<file path="config.mk">
export PLATFORM = sky130hd
export DESIGN_NAME = uart_cmd_parser_flat
export DESIGN_NICKNAME = d
export VERILOG_FILES = /design/src/rtl/uart_cmd_if.sv /design/src/rtl/uart_cmd_parser.sv /design/src/flat_wrapper.sv
export SDC_FILE = /design/constraint.sdc
export NUM_CORES = 1
export LEC_CHECK = 0
export CORE_MARGIN = 2
export CORE_UTILIZATION = 54
export DETAILED_ROUTE_END_ITERATION = 10
export HOLD_SLACK_MARGIN = 0.1
export PLACE_DENSITY = 0.79
export SLEW_MARGIN = 20
export SYNTH_ARGS = -nofsm -noshare
export SYNTH_HDL_FRONTEND = slang
export SYNTH_SLANG_ARGS = --single-unit
</file>
<file path="constraint.sdc">
create_clock -name clk -period 3.19 [get_ports clk]
set_input_delay 0.638 -clock clk [delete_from_list [all_inputs] [get_ports clk]]
set_output_delay 0.638 -clock clk [all_outputs]
set_load 0.05 [all_outputs]
</file>
<file path="src/rtl/uart_cmd_if.sv">
// Bus between the UART receiver side and the command parser.
// Handshake: rx_vld is a one-cycle strobe with no back-pressure. rx_data is
// meaningful only while rx_vld=1, and each high cycle delivers exactly one byte.
// wr_en, sum_err and tmo_err are single-cycle strobes. wr_addr and wr_data
// hold their value between accepted frames.
interface uart_cmd_if;
  logic       rx_vld;
  logic [7:0] rx_data;
  logic       wr_en;
  logic [7:0] wr_addr;
  logic [7:0] wr_data;
  logic       sum_err;
  logic       tmo_err;
  logic [7:0] err_cnt;
  logic       busy;

  // Byte source side (receiver or testbench).
  modport master (
    output rx_vld, rx_data,
    input  wr_en, wr_addr, wr_data, sum_err, tmo_err, err_cnt, busy
  );

  // Parser side.
  modport slave (
    input  rx_vld, rx_data,
    output wr_en, wr_addr, wr_data, sum_err, tmo_err, err_cnt, busy
  );
endinterface

</file>
<file path="src/rtl/uart_cmd_parser.sv">
// Frames a UART byte stream into HEAD/ADDR/DATA/SUM register-write commands.
// Bad checksums and inter-byte stalls drop the frame and bump a saturating
// error counter. All outputs are registered.
module uart_cmd_parser #(
  parameter logic [7:0] HEAD    = 8'h55,
  parameter int         TIMEOUT = 1000
) (
  input  logic       clk,
  input  logic       rst_n,
  uart_cmd_if.slave  bus,
  output logic [1:0] dbg_state
);

  typedef enum logic [1:0] {
    IDLE   = 2'd0,
    S_ADDR = 2'd1,
    S_DATA = 2'd2,
    S_SUM  = 2'd3
  } state_t;

  localparam int            CW      = (TIMEOUT > 2) ? $clog2(TIMEOUT) : 1;
  localparam logic [CW-1:0] CNT_MAX = CW'(TIMEOUT - 1);

  state_t        state_q, state_d;
  logic [7:0]    addr_q, addr_d;
  logic [7:0]    data_q, data_d;
  logic [CW-1:0] cnt_q, cnt_d;
  logic          wr_en_q, wr_en_d;
  logic [7:0]    wr_addr_q, wr_addr_d;
  logic [7:0]    wr_data_q, wr_data_d;
  logic          sum_err_q, sum_err_d;
  logic          tmo_err_q, tmo_err_d;
  logic [7:0]    err_cnt_q, err_cnt_d;
  logic          busy_q, busy_d;
  logic [7:0]    exp_sum;

  // Expected checksum: 8-bit sum, carry discarded.
  assign exp_sum = addr_q + data_q;

  // Next state, timeout counter and registered-output inputs.
  always_comb begin
    state_d   = state_q;
    addr_d    = addr_q;
    data_d    = data_q;
    cnt_d     = cnt_q;
    wr_en_d   = 1'b0;
    wr_addr_d = wr_addr_q;
    wr_data_d = wr_data_q;
    sum_err_d = 1'b0;
    tmo_err_d = 1'b0;
    err_cnt_d = err_cnt_q;

    if (bus.rx_vld) begin
      // A byte always wins over a simultaneous timeout expiry.
      cnt_d = '0;
      case (state_q)
        IDLE: begin
          if (bus.rx_data == HEAD) state_d = S_ADDR;
        end
        S_ADDR: begin
          // No resync: a HEAD value here is just an address.
          addr_d  = bus.rx_data;
          state_d = S_DATA;
        end
        S_DATA: begin
          data_d  = bus.rx_data;
          state_d = S_SUM;
        end
        S_SUM: begin
          if (bus.rx_data == exp_sum) begin
            wr_en_d   = 1'b1;
            wr_addr_d = addr_q;
            wr_data_d = data_q;
          end else begin
            sum_err_d = 1'b1;
          end
          state_d = IDLE;
        end
        default: state_d = IDLE;
      endcase
    end else if (state_q == IDLE) begin
      cnt_d = '0;
    end else if (cnt_q == CNT_MAX) begin
      state_d   = IDLE;
      tmo_err_d = 1'b1;
      cnt_d     = '0;
    end else begin
      cnt_d = cnt_q + 1'b1;
    end

    // The two error sources are mutually exclusive, so at most +1 per cycle.
    if ((sum_err_d || tmo_err_d) && (err_cnt_q != 8'hFF)) begin
      err_cnt_d = err_cnt_q + 8'd1;
    end

    busy_d = (state_d != IDLE);
  end

  // State and output registers.
  always_ff @(posedge clk or negedge rst_n) begin
    if (!rst_n) begin
      state_q   <= IDLE;
      addr_q    <= '0;
      data_q    <= '0;
      cnt_q     <= '0;
      wr_en_q   <= 1'b0;
      wr_addr_q <= '0;
      wr_data_q <= '0;
      sum_err_q <= 1'b0;
      tmo_err_q <= 1'b0;
      err_cnt_q <= '0;
      busy_q    <= 1'b0;
    end else begin
      state_q   <= state_d;
      addr_q    <= addr_d;
      data_q    <= data_d;
      cnt_q     <= cnt_d;
      wr_en_q   <= wr_en_d;
      wr_addr_q <= wr_addr_d;
      wr_data_q <= wr_data_d;
      sum_err_q <= sum_err_d;
      tmo_err_q <= tmo_err_d;
      err_cnt_q <= err_cnt_d;
      busy_q    <= busy_d;
    end
  end

  assign bus.wr_en   = wr_en_q;
  assign bus.wr_addr = wr_addr_q;
  assign bus.wr_data = wr_data_q;
  assign bus.sum_err = sum_err_q;
  assign bus.tmo_err = tmo_err_q;
  assign bus.err_cnt = err_cnt_q;
  assign bus.busy    = busy_q;
  assign dbg_state   = state_q;

endmodule

</file>
<file path="src/flat_wrapper.sv">
// flat-port wrapper written by rule: the top's interface ports become plain ports
module uart_cmd_parser_flat 
#(
  parameter logic [7:0] HEAD    = 8'h55,
  parameter int         TIMEOUT = 1000
)
  (clk, rst_n, dbg_state, bus_rx_vld, bus_rx_data, bus_wr_en, bus_wr_addr, bus_wr_data, bus_sum_err, bus_tmo_err, bus_err_cnt, bus_busy);
  uart_cmd_if bus_i ();
  input  logic clk;
  input  logic rst_n;
  output logic [1:0] dbg_state;
  input wire logic [$bits(bus_i.rx_vld)-1:0] bus_rx_vld;
  input wire logic [$bits(bus_i.rx_data)-1:0] bus_rx_data;
  output wire logic [$bits(bus_i.wr_en)-1:0] bus_wr_en;
  output wire logic [$bits(bus_i.wr_addr)-1:0] bus_wr_addr;
  output wire logic [$bits(bus_i.wr_data)-1:0] bus_wr_data;
  output wire logic [$bits(bus_i.sum_err)-1:0] bus_sum_err;
  output wire logic [$bits(bus_i.tmo_err)-1:0] bus_tmo_err;
  output wire logic [$bits(bus_i.err_cnt)-1:0] bus_err_cnt;
  output wire logic [$bits(bus_i.busy)-1:0] bus_busy;
  assign bus_i.rx_vld = bus_rx_vld;
  assign bus_i.rx_data = bus_rx_data;
  assign bus_wr_en = bus_i.wr_en;
  assign bus_wr_addr = bus_i.wr_addr;
  assign bus_wr_data = bus_i.wr_data;
  assign bus_sum_err = bus_i.sum_err;
  assign bus_tmo_err = bus_i.tmo_err;
  assign bus_err_cnt = bus_i.err_cnt;
  assign bus_busy = bus_i.busy;
  uart_cmd_parser #(.HEAD(HEAD), .TIMEOUT(TIMEOUT)) u_core (.clk(clk), .rst_n(rst_n), .bus(bus_i), .dbg_state(dbg_state));
endmodule
</file>
==> results.yml, run 1 <==
setup_path:
  critPathCaptureType: "register"
  max_stage_delay_ps: 520
  crit_fanout: 8
  rr_worst_depth: 9
  worst_setup_path_start_kind: "register"
  critPathSlowestCell: "o311ai_4"
  crit_arrival_ps: 3150
  crit_required_ps: 3390
  crit_chain: "ha_1 > fa_1 > a21o_2 > a21oi_1 > xnor2_1 > nand4_1 > o311ai_4 > a21oi_2 > mux2_4"
  critPathKind: "reg2reg"
sta:
  fin_tns_setup_ps: 0
  setup_violations: 0
  finalMaxSlewViolations: 0
  period_needed_ps: 2950
  fmax_mhz: 339
  hold_viol: 0
  rsz0062_at_grt: "no"
  worstMarginPinSlew_ps: 694
  fin_skew_ps: 7.01
  timing.slew.headroom_pct: 53.7
  finalCritPeriodShare_pct: 92.4
global_route:
  grt_pass1_wl_um: 8800
  grt_busiest_layer: "met2"
  grt_start_max_net_pins: 57
  grt_pass1_vias: 1810
  grtUsageMet1_pct: 27.9
  antenna_found_initial: 0
  overflow: 0
  gr-usage-all-layers_pct: 19.1
  use_met3_pct: 3.79
  grt.met2_usage_pct: 28.7
pwr:
  ir_drop_uv: 601
  power.leakage_nw: 1.49
  powerDensity_nw_per_um2: 1030
  p_total_w: 0.00348
detailed_routing:
  drc: 0
  routed_wl_um: 5100
  route.antenna.remaining_nets: 0
  wl_per_cell_um: 15.1
  viasPerCell: 5.29
  first_pass_iters: 4
  via_count: 1787
  drt_iter0_markers: 53
cells_and_area:
  postLayoutCellArea_um2: 3380
  fill_cells: 382
  syn2layout_area_growth_pct: 20.5
  nNetsFinal: 292
  drive_above_1_share_pct: 20.1
  n_antenna_cell: 0
cts:
  cts_hold_buf: 0
  ctsRootBufferMaster: "clkbuf_8"
  cts_buffers: 5
  cts.sinks: 56
  path_clk_slew_ps: 90
  cts_tree: "built"
  h-tree-depth: 2
  cts_setup_buffers: 0
  ctsLongestPathBuffers: 2
  post_cts_resized: 0
  clk_latency_ps: 310
placement:
  gp_congestion: 0.808
  io_buffers: 40
  place_area_um2: 3280
  hpwl_um: 3650
logic_synthesis:
  synth_fp_nets: 245
  ys_seq_elements: 56
  ys_seq_area_share_pct: 50.0
  synthTopCellsByArea: "dfrtp_1 (50%), mux2_2 (8.8%), mux2_4 (5.9%)"
  syn_area_um2: 2800
  synth_cells: 220
  yosysTopAreaCell: "dfrtp_1"
  synth_edf_count: 0
  synth_ff_type: "dfrtp_1"
  synth_top_area_share_pct: 50.0
  synth_cell_types: 37
  synth_area_per_cell_um2: 12.7
  synthArstFlopShare_pct: 100
  yosys_warnings: 0
floorplanning:
  ios: 41
  die_h_um: 76.0
  die_area_um2: 5780
  row_count: 26
  core_um2: 5040
  fp.dieW_um: 76.0
  start_util_pct: 55.6
hold_path:
  min_path_type: "in2async"
job:
  maxCapViolCount: 0
run_status:
  status: "finished, final reports clean"
-- critical path, delay by kind of cell (launching register included) --
family	cells	cell delay (ps)
flip-flops	1	410
multiplexers	1	320
XOR/XNOR	1	140
AND/OR/NAND/NOR	1	250
adder cells (fa/ha/maj)	2	680
AO/OA/AOI/OAI	4	1040
-- area by class of cell --
cell class / count / area, µm² / share of cell area (%)
Clock buffer: 6 / 82.6 / 2.45
Clock inverter: 2 / 10.0 / 0.297
Inverter: 5 / 18.8 / 0.556
Multi-Input combinational cell: 156 / 1360 / 40.2
Sequential cell: 56 / 1400 / 41.5
Tap cell: 70 / 87.6 / 2.59
Timing Repair Buffer: 43 / 418 / 12.4
-- kinds of logic (layout without fill, tap and decap cells) --
family                   count (synthesis)  count (layout)  share of synthesized area [%]
XOR/XNOR                                28              28                           8.75
AND/OR/NAND/NOR                         53              53                           10.0
flip-flops                              56              56                           50.0
buffers and inverters                    8              56                           1.52
adder cells (fa/ha/maj)                 14              14                           6.52
multiplexers                            36              36                           15.9
AO/OA/AOI/OAI                           25              25                           7.28
-- power by group --
part | switching, W | internal, W
sequential | 0.000220 | 0.000944
clock | 0.000215 | 0.000174
combinational | 0.00111 | 0.000813
total | 0.00155 | 0.00193
-- cells in the mapped netlist, drive strengths merged, types with 2 or more instances --
library cell,n
ha,13
nor3,3
o21ai,4
a211oi,6
buf,2
nand2,9
nand2b,2
or3,2
and3,4
nor4bb,2
xnor2,15
nand3,10
nor4,2
a21o,2
nor2,16
xor2,13
a21oi,9
inv,5
mux2,35
dfrtp,56
-- layout by cell type, fill, tap and decap left out, types with 9 or more instances in the layout --
| master | instances |
|---|---|
| nor2_1 | 16 |
| nand2_1 | 9 |
| ha_1 | 13 |
| mux2_4 | 11 |
| nand3_1 | 10 |
| dfrtp_1 | 56 |
| mux2_2 | 22 |
| clkdlybuf4s50_1 | 39 |
| xnor2_1 | 15 |
| xor2_1 | 13 |
-- flip-flops by register name, summed over array words and instances (netlist names) --
register,flops
u_core.cnt_q,10
u_core.addr_q,8
u_core.bus.sum_err,1
u_core.bus.wr_en,1
u_core.bus.err_cnt,8
u_core.bus.wr_addr,8
u_core.dbg_state,2
u_core.bus.busy,1
u_core.bus.wr_data,8
u_core.data_q,8
u_core.bus.tmo_err,1
-- per-stage QoR --
stage          hold slack (ps)  setup WS [ps]  std cells  utilization (%)
6_report                   458            241        338             66.9
5_1_grt                    486           95.7        338             66.9
4_1_cts                    468            264        338             66.9
3_5_place_dp               455            272        330             65.1
3_3_place_gp               454            338        330             65.1
2_1_floorplan              342            420        220                -
-- worst paths after layout --
path / slack (ps) / to / startpoint
min in group clk: 460 / u_core.cnt_q[0] / u_core.cnt_q[0]
max in group asynchronous: 2280 / u_core.bus.wr_addr[4] / rst_n
min reg2reg: 460 / u_core.cnt_q[0] / u_core.cnt_q[0]
min: 460 / u_core.bus.wr_data[6] / rst_n
max reg2reg: 240 / u_core.bus.err_cnt[1] / u_core.data_q[0]
max: 240 / u_core.bus.err_cnt[1] / u_core.data_q[0]
-- layer usage --
metal / part of all wire [%] / vias to the layer above
met3: 3.1 / 6
met1: 50 / 886
met4: 1.3 / 0
met2: 45 / 33
met5: 0 / -
li1: - / 862
Note: power is estimated with default switching activity, not from simulation.
==> inputs of run 2 (changes only) <==
--- a/config.mk
+++ b/config.mk
@@ -8,6 +8,7 @@
 export CORE_MARGIN = 2
 export CORE_UTILIZATION = 54
 export DETAILED_ROUTE_END_ITERATION = 10
+export GPL_TIMING_DRIVEN = 0
 export HOLD_SLACK_MARGIN = 0.1
 export PLACE_DENSITY = 0.79
 export SLEW_MARGIN = 20
==> run 2 against run 1 <==
Compared with the run above:
- sequential power about the same
- first-iteration DRC count increased by 28%
- non-clock buffer count increased by 3
- clock power about the same
- combinational power about the same
- fmax decreased by 1.0%
- critical path type unchanged
==> results.yml, run 2 (synthesis gave the netlist of run 1 again) <==
run_status:
  status: "finished, final reports clean"
setup_path:
  r2r-end: "u_core.bus.err_cnt[1]"
  critPathCaptureType: "register"
  crit_required_ps: 3380
  max_stage_delay_ps: 560
  rr_worst_depth: 9
  crit_fanout: 8
  critPathSlowestCell: "o311ai_4"
  worst_setup_path_start_kind: "register"
  critPathKind: "reg2reg"
  crit_chain: "ha_1 > fa_1 > a211oi_1 > o21bai_1 > a21oi_1 > xnor2_1 > o311ai_4 > a21oi_2 > mux2_4"
  cpLargestDelayFamily: "compound AO/OA/AOI/OAI gates"
  crit_arrival_ps: 3170
  path_buf_inv: 0
  r2r_setup_slack_ps: 210
  rr_startpoint: "u_core.data_q[0]"
global_route:
  gr-usage-all-layers_pct: 19.2
  grt_pass1_vias: 1806
  grt_pass1_wl_um: 8890
  grt_start_max_net_pins: 57
  antenna_found_initial: 0
  overflow: 0
detailed_routing:
  routed_wl_um: 5000
  first_pass_iters: 4
  via_count: 1790
  route.antenna.remaining_nets: 0
  drc: 0
  drt_iter0_markers: 68
  wl_per_cell_um: 14.7
  viasPerCell: 5.25
floorplanning:
  core_um2: 5040
  fp.dieW_um: 76.0
  row_count: 26
  start_util_pct: 55.6
  die_h_um: 76.0
  ios: 41
  die_area_um2: 5780
cells_and_area:
  final_cell_mix: "dfrtp_1 (56), clkdlybuf4s50_1 (38), mux2_2 (22)"
  n_antenna_cell: 0
  nNetsFinal: 295
  syn2layout_area_growth_pct: 21.3
  largest_register_ffs: 10
  seq_area_um2: 1400
  top_register: "u_core.cnt_q"
  fill_cells: 383
  layout.cells.most_common: "dfrtp_1"
  multi_input_area_um2: 1360
  drive_above_1_share_pct: 20.3
  postLayoutCellArea_um2: 3400
sta:
  fmax_mhz: 336
  timing.slew.headroom_pct: 54.2
  fin_skew_ps: 6.76
  worstMarginPinSlew_ps: 686
  finalCritPeriodShare_pct: 93.4
  setup_slack_ps: 210
  finalMaxSlewViolations: 0
  whs_ps: 354
  period_needed_ps: 2980
  hold_viol: 0
  rsz0062_at_grt: "no"
  setup_violations: 0
cts:
  h-tree-depth: 2
  ctsLongestPathBuffers: 2
  cts_buffers: 5
  cts_tree: "built"
  cts_hold_buf: 0
  clk_latency_ps: 310
  ctsRootBufferMaster: "clkbuf_8"
  path_clk_slew_ps: 90
  cts.sinks: 56
placement:
  hpwl_um: 3610
  place_area_um2: 3280
  io_buffers: 39
  pre_cts_slack_ps: 37.6
  gp_congestion: 0.816
pwr:
  p_total_w: 0.00348
  ir_drop_uv: 637
  power.leakage_nw: 1.50
  powerDensity_nw_per_um2: 1020
job:
  maxCapViolCount: 0
hold_path:
  min_path_type: "in2async"
[run 2: how the worst max path moves through the flow]
stage / from / to / cells past startpoint
6_report: u_core.data_q[0] / u_core.bus.err_cnt[1] / 9
3_5_place_dp: u_core.data_q[0] / u_core.bus.wr_data[1] / 9
3_3_place_gp: rst_n / u_core.bus.err_cnt[0] / 1
4_1_cts: u_core.data_q[0] / u_core.bus.wr_addr[5] / 9
2_1_floorplan: u_core.data_q[0] / u_core.bus.wr_addr[5] / 9
5_1_grt: u_core.data_q[0] / u_core.bus.err_cnt[1] / 9
[run 2: area by class of cell]
cell class              count  share of cell area, %
plain buffers               3                  0.700
clock buffers               8                   2.65
inverters                   5                  0.552
multi-input cells         156                   40.0
flip-flops and latches     56                   41.3
well taps                  70                   2.58
repair buffers             43                   12.3
[run 2: what timing repair did]
item                                    4_1_cts  5_1_grt
gates resized for setup                       0        0
endpoints found under the setup margin        0       10
buffers inserted                              0        4
[run 2: worst reg2reg max path, delay by kind of cell (launching register included)]
kind                     cells  cell delay (ps)
multiplexers                 1              320
flip-flops                   1              410
adder cells (fa/ha/maj)      2              680
XOR/XNOR                     1              210
AO/OA/AOI/OAI                5             1250
[run 2: power by group]
| part | switching [W] | total, W | internal (W) |
|---|---|---|---|
| sequential | 0.000222 | 0.00117 | 0.000944 |
| combinational | 0.00112 | 0.00192 | 0.000810 |
| clock | 0.000211 | 0.000389 | 0.000178 |
| total | 0.00155 | 0.00348 | 0.00193 |
[run 2: metal layers]
layer | vias up | wire length, µm | track usage, %
met5 | - | 0 | 0
met4 | 0 | 42 | 4.91
met3 | 4 | 187 | 4.03
met2 | 38 | 2370 | 30.9
li1 | 877 | - | -
met1 | 871 | 2400 | 27.1
[run 2: through the flow]
| step | TNS, ps | std cells | utilization, % |
|---|---|---|---|
| after floorplan | 0 | 220 | - |
| after global placement | -13250 | 329 | 65.0 |
| after detailed placement | 0 | 329 | 65.0 |
| after CTS | 0 | 337 | 66.8 |
| after global routing | 0 | 341 | 67.4 |
| final | 0 | 341 | 67.4 |
==> inputs of run 3 (changes only) <==
--- a/config.mk
+++ b/config.mk
@@ -8,9 +8,11 @@
 export CORE_MARGIN = 2
 export CORE_UTILIZATION = 54
 export DETAILED_ROUTE_END_ITERATION = 10
+export GPL_ROUTABILITY_DRIVEN = 0
 export GPL_TIMING_DRIVEN = 0
 export HOLD_SLACK_MARGIN = 0.1
 export PLACE_DENSITY = 0.79
+export RECOVER_POWER = 25
 export SLEW_MARGIN = 20
 export SYNTH_ARGS = -nofsm -noshare
 export SYNTH_HDL_FRONTEND = slang
==> run 3 against run 2 <==
Compared with the run above:
- combinational power is essentially flat
- cell count stayed put
- critical endpoint unchanged
- count of clock-buffer cells in the layout stayed put
- cell area about the same
- worst hold slack gained 110 ps
- register-to-register slack hardly changed
- highest routed layer unchanged
- flip-flop and latch count is the same
- largest cell class unchanged
==> results.yml, run 3 (synthesis gave the netlist of run 1 again) <==
sta:
  fmax_mhz: 336
  finalMaxSlewViolations: 0
  timing.slew.headroom_pct: 10.6
  finalCritPeriodShare_pct: 93.4
  setup_violations: 0
  hold_viol: 0
  fin_skew_ps: 6.70
  worstMarginPinSlew_ps: 1340
  whs_ps: 465
  rsz0062_at_grt: "no"
  period_needed_ps: 2980
global_route:
  antenna_found_initial: 0
  grt_start_max_net_pins: 57
  overflow: 0
  gr-usage-all-layers_pct: 19.2
  grt_pass1_vias: 1806
  grt_pass1_wl_um: 8890
setup_path:
  crit_arrival_ps: 3170
  worst_setup_path_start_kind: "register"
  crit_required_ps: 3380
  critPathCaptureType: "register"
  crit_fanout: 8
  critPathKind: "reg2reg"
detailed_routing:
  drt_iter0_markers: 68
  drc: 0
  first_pass_iters: 4
  route.antenna.remaining_nets: 0
  wl_per_cell_um: 14.7
  viasPerCell: 5.25
  via_count: 1789
  routed_wl_um: 5000
cts:
  ctsLongestPathBuffers: 2
  clk_latency_ps: 310
  path_clk_slew_ps: 90
  cts_hold_buf: 0
  cts.sinks: 56
  cts_buffers: 5
  post_cts_resized: 0
  h-tree-depth: 2
  cts_setup_buffers: 0
  cts_tree: "built"
  ctsRootBufferMaster: "clkbuf_8"
cells_and_area:
  fin_util_pct: 67.3
  top_register: "u_core.cnt_q"
  final_cell_mix: "dfrtp_1 (56), clkdlybuf4s50_1 (38), mux2_2 (22)"
  largest_register_ffs: 10
  drive_above_1_share_pct: 20.3
  n_antenna_cell: 0
  layout.cells.most_common: "dfrtp_1"
  nNetsFinal: 295
  syn2layout_area_growth_pct: 21.2
pwr:
  ir_drop_uv: 637
  powerDensity_nw_per_um2: 1030
  power.leakage_nw: 1.50
floorplanning:
  row_count: 26
  die_area_um2: 5780
  ios: 41
  start_util_pct: 55.6
  die_h_um: 76.0
  fp.dieW_um: 76.0
  core_um2: 5040
hold_path:
  min_path_type: "reg2reg"
placement:
  io_buffers: 39
  hpwl_um: 3610
run_status:
  status: "finished, final reports clean"
job:
  maxCapViolCount: 0
==> run 3: cell count changes in the layout (fill, tap and decap cells not counted), sizes merged <==
cell and change:
buf -1, clkbuf +1
==> run 3: worst max-delay path, cell delays in order, from the launching register on <==
cell	delay, ps
dfrtp_1	410
ha_1	240
fa_1	440
a211oi_1	240
o21bai_1	120
a21oi_1	190
xnor2_1	210
o311ai_4	560
a21oi_2	140
mux2_4	320
==> run 3: metal layers <==
metal  part of all wire, %  wire length, µm  global-route usage, %
met1                    48             2410                   27.1
met2                    47             2370                   30.9
met3                   3.7              187                   4.03
met4                  0.84               42                   4.91
met5                     0                0                      0
==> run 3: per-stage QoR <==
step	worst slack (ps)	area [µm²]	setup TNS, ps	std cells	power [W]
final	210	3390	0	341	0.00348
after detailed placement	37.6	3280	0	329	0.00311
after global placement	-239	3280	-13250	329	0.00306
after global routing	58.6	3390	0	341	0.00371
after CTS	7.74	3370	0	337	0.00351
after floorplan	420	2800	0	220	0.00261
==> run 3: worst paths after layout <==
check	slack, ps	end	start	depth (start not counted)
setup / recovery	210	u_core.bus.err_cnt[1]	u_core.data_q[0]	9
hold / removal	470	u_core.cnt_q[0]	u_core.cnt_q[0]	1
setup reg to reg	210	u_core.bus.err_cnt[1]	u_core.data_q[0]	9
hold reg to reg	470	u_core.cnt_q[0]	u_core.cnt_q[0]	1
max in group asynchronous	1760	u_core.bus.wr_data[4]	rst_n	1
min in group asynchronous	610	u_core.bus.wr_data[6]	rst_n	1
==> run 3: final cells by class <==
cell class,count,area (µm²)
fill,382,1650
sequential,56,1400
multi-input combinational,156,1360
timing repair buffer,43,415
clock buffer,8,90.1
tap,70,87.6
buffer,3,23.8
inverter,5,18.8
==> run 3: power by group <==
part / total, W / switching [W] / internal [W]
Sequential: 0.00117 / 0.000222 / 0.000944
Combinational: 0.00192 / 0.00112 / 0.000809
Clock: 0.000389 / 0.000212 / 0.000178
==> patch 1 (config.mk and constraints of run 3) <==
Reset style: synchronous (`rst_n`), changed in one clocked block.
--- a/src/rtl/uart_cmd_parser.sv
+++ b/src/rtl/uart_cmd_parser.sv
@@ -99,3 +99,3 @@
   // State and output registers.
-  always_ff @(posedge clk or negedge rst_n) begin
+  always_ff @(posedge clk) begin
     if (!rst_n) begin
Formal check against the unedited RTL: differs if rst_n is asserted again (counterexample within 4 cycles, from zero or initial values and one cycle with rst_n low); with rst_n held inactive, the same outputs for 4 cycles.
==> patch 1 against run 3 <==
Design area shrank 5.6%; area after synthesis shrank 5.9%; final cell count grew 21%; global-route usage grew 1.1 points; sequential cell count is the same; clock skew grew 0.0057 ns; setup slack gained 0.021 ns; count of clock-buffer cells in the layout shrank 1; sequential share of layout area shrank 6.3 points; wire length grew 8.9%; synthesized cell count grew 35%.
Power is not compared: it rests on default switching activity, and its combinational part moved more than twofold at a synthesized area within 25%.
==> patch 1: results (changes against run 3) <==
[global_routing]
grt_pass1_vias=2012  ; +11%
grt.total_usage_pct=20.4  ; +1.1 points
grt_pass1_wl_um=8760  ; -1.5%

[setup_path]
crit_fanout=10  ; +2
crit_arrival_ns=3.14  ; -0.03 ns
timing.rr.end=u_core.bus.wr_addr[7]$_SDFFE_PN0P_
r2r_start=u_core.data_q[0]$_SDFFE_PN0P_
ff2ff_path_depth=11  ; +2

[synthesis]
syn_inst=297  ; +35%
synthArstFlopShare_pct=0  ; -100 points
synth_seq_area_share_pct=42.5  ; -7.5 points
syn_nets=322  ; +31%
synth_commonest_cells=dfxtp_1, a21oi_1, nor2_1
ys_top_cells_by_area=dfxtp_1, mux2i_1, ha_1

[timing]
hold_ws_ns=0.481  ; +0.0158 ns
fin_ws_ns=0.231  ; +0.0210 ns
finalClockSkew_ns=0.0124  ; +0.00573 ns

[finish]
layout.cells.non_filler=411  ; +21%
drive_above_1_share_pct=4.07  ; -16 points
nets=368  ; +25%

[hold_path]
worstHoldStart=u_core.cnt_q[0]$_SDFF_PP0_
hold_end=u_core.cnt_q[0]$_SDFF_PP0_

[run_status]
status=completed

[route]
vias=2232  ; +25%
drt_iter0_markers=160  ; +140%

[place]
place_area_mm2=0.00311  ; -5.0%
dp_slack_ns=0.0594  ; +0.0218 ns

[patch 1: cell count changes after synthesis, moves of 8 or more]
cell	delta
xnor2_1	-9
mux2_4	-11
nand3_1	+19
clkbuf_1	+8
nand2_1	+16
mux2_2	-22
a21oi_1	+26
nor2_1	+14
dfrtp_1	-56
mux2i_1	+16
dfxtp_1	+56
[patch 1: worst max-delay path, stage by stage, from the launching register on]
cell      delay [ns]
dfxtp_1         0.35
ha_1            0.24
fa_1            0.42
a211oi_2        0.28
nor3_1          0.09
nor4b_1         0.31
and4b_4         0.31
and4b_1         0.19
buf_4           0.20
buf_8           0.18
mux2i_1         0.20
nor2_1          0.05
[patch 1: routing by layer]
layer | routed length, um | GRT usage (%) | up-vias | part of all wire [%]
met1 | 2510 | 26.1 | 1025 | 46
met4 | 74 | 6.06 | 0 | 1.4
li1 | - | - | 1136 | -
met3 | 241 | 3.70 | 10 | 4.4
met5 | 0 | 0 | - | 0
met2 | 2630 | 34.7 | 61 | 48
[patch 1: cell families after synthesis]
family | count (synthesis) | share of synthesized area (%)
adders and majority gates | 14 | 6.93
xor gates and xnor gates | 18 | 5.98
DFF | 56 | 42.5
AOI/OAI and AO/OA | 55 | 12.2
muxes | 17 | 6.45
buffers and inverters | 21 | 3.60
and+or+nand+nor | 116 | 22.3
[patch 1: cell type report]
type | count | area (um^2)
fill | 403 | 1520
clock buffer | 7 | 86.3
timing repair buffer | 39 | 390
clock inverter | 1 | 7.51
tap | 67 | 83.8
buffer | 13 | 65.1
inverter | 8 | 30.0
multi-input combinational | 220 | 1420
sequential | 56 | 1120
==> patch 2 (config.mk and constraints of run 3) <==
Made on the original files. `TIMEOUT` is set to 1000 in 2 places; all go to 2000.
--- a/src/rtl/uart_cmd_parser.sv
+++ b/src/rtl/uart_cmd_parser.sv
@@ -5,3 +5,3 @@
   parameter logic [7:0] HEAD    = 8'h55,
-  parameter int         TIMEOUT = 1000
+  parameter int         TIMEOUT = 2000
 ) (
--- a/src/flat_wrapper.sv
+++ b/src/flat_wrapper.sv
@@ -4,3 +4,3 @@
   parameter logic [7:0] HEAD    = 8'h55,
-  parameter int         TIMEOUT = 1000
+  parameter int         TIMEOUT = 2000
 )
Behaviour: no difference found for any inputs over 4 cycles, from zero or initial values and one cycle with rst_n low; that may be too few to reach the edited logic, so the function may still have changed.
==> patch 2 against run 3 <==
Area after synthesis grew 0.31%; largest cell class unchanged; hold slack gained 0.017 ns; via count grew 5.0%; non-clock buffer count shrank 4; sequential cell count grew 1; wire length shrank 1.5%; combinational power shrank 4%; clock power grew 44%; design area grew 2.0%; core utilization grew 0.88 points; setup slack lost 0.0032 ns; die area grew 0.30%; critical endpoint is now u_core.bus.wr_addr[5]$_DFFE_PN0P_; power grew 1.6%.
==> patch 2: results (changes against run 3) <==
[synthesis]
syn_nets=251  ; +2.4%
synth-compound-area-share_pct=4.10  ; -3.2 points
ys_top_cells_by_area=dfrtp_1, mux2_2, ha_1
syn_area_per_cell_um2=12.4  ; -2.4%
synth_seq_area_share_pct=50.8  ; +0.73 points

[run_status]
status=completed

[place]
dp_cells=335  ; +1.8%
dpl.hpwl_um=3480  ; -3.3%
place_area_mm2=0.00329  ; +0.27%

[pwr]
p_sw_mw=1.55  ; about the same
switching_share_pct=43.8  ; -0.68 points
ir_worst_vdd_uv=596  ; -6.5%

[finish]
drive_above_1_share_pct=17.8  ; -2.5 points
nets=302  ; +2.4%
layout.cells.non_filler=351  ; +2.9%
largest_reg_flops=11  ; +1

[setup_path]
crit_arrival_ns=3.20  ; +0.03 ns
timing.rr.end=u_core.bus.wr_addr[5]$_DFFE_PN0P_
crit_fanout=6  ; -2
crit_family=simple AND/OR/NAND/NOR gates

[route]
wl_met3_um=221  ; +18%
via_per_inst=5.35  ; +2.0%
wl_met2_um=2250  ; -5.0%

[clock_tree]
post_cts_buffers=1  ; +1
clk_pin_slew_ns=0.06  ; -0.03 ns

[timing]
hold_ws_ns=0.483  ; +0.0173 ns

[global_routing]
grt_use_met1_pct=24.6  ; -2.5 points
use_met3_pct=5.92  ; +1.9 points

-- patch 2: cell types whose count changed in the layout (fill, tap and decap cells not counted), moves of 3 or more --
cell,change
mux2_1,+9
nor4_1,+3
clkinv_2,+4
buf_4,-3
clkbuf_8,+4
a21oi_1,+3
a21oi_2,-3
a211oi_1,-5
mux2_4,-11
-- patch 2: layout make-up --
| type | instances | area, um^2 | area share, % |
|---|---|---|---|
| plain buffers | 2 | 15.0 | 0.434 |
| inverters | 3 | 11.3 | 0.325 |
| clock inverters | 4 | 20.0 | 0.578 |
| well taps | 70 | 87.6 | 2.53 |
| multi-input cells | 164 | 1370 | 39.5 |
| flip-flops and latches | 57 | 1430 | 41.2 |
| repair buffers | 40 | 393 | 11.4 |
| clock buffers | 11 | 141 | 4.09 |
-- patch 2: per-stage QoR --
step                      util (%)  setup TNS [ns]
after floorplan                  -               0
after global placement        64.8          -14.49
after detailed placement      64.7           -1.54
after CTS                     68.1               0
after global routing          68.2               0
final                         68.2               0
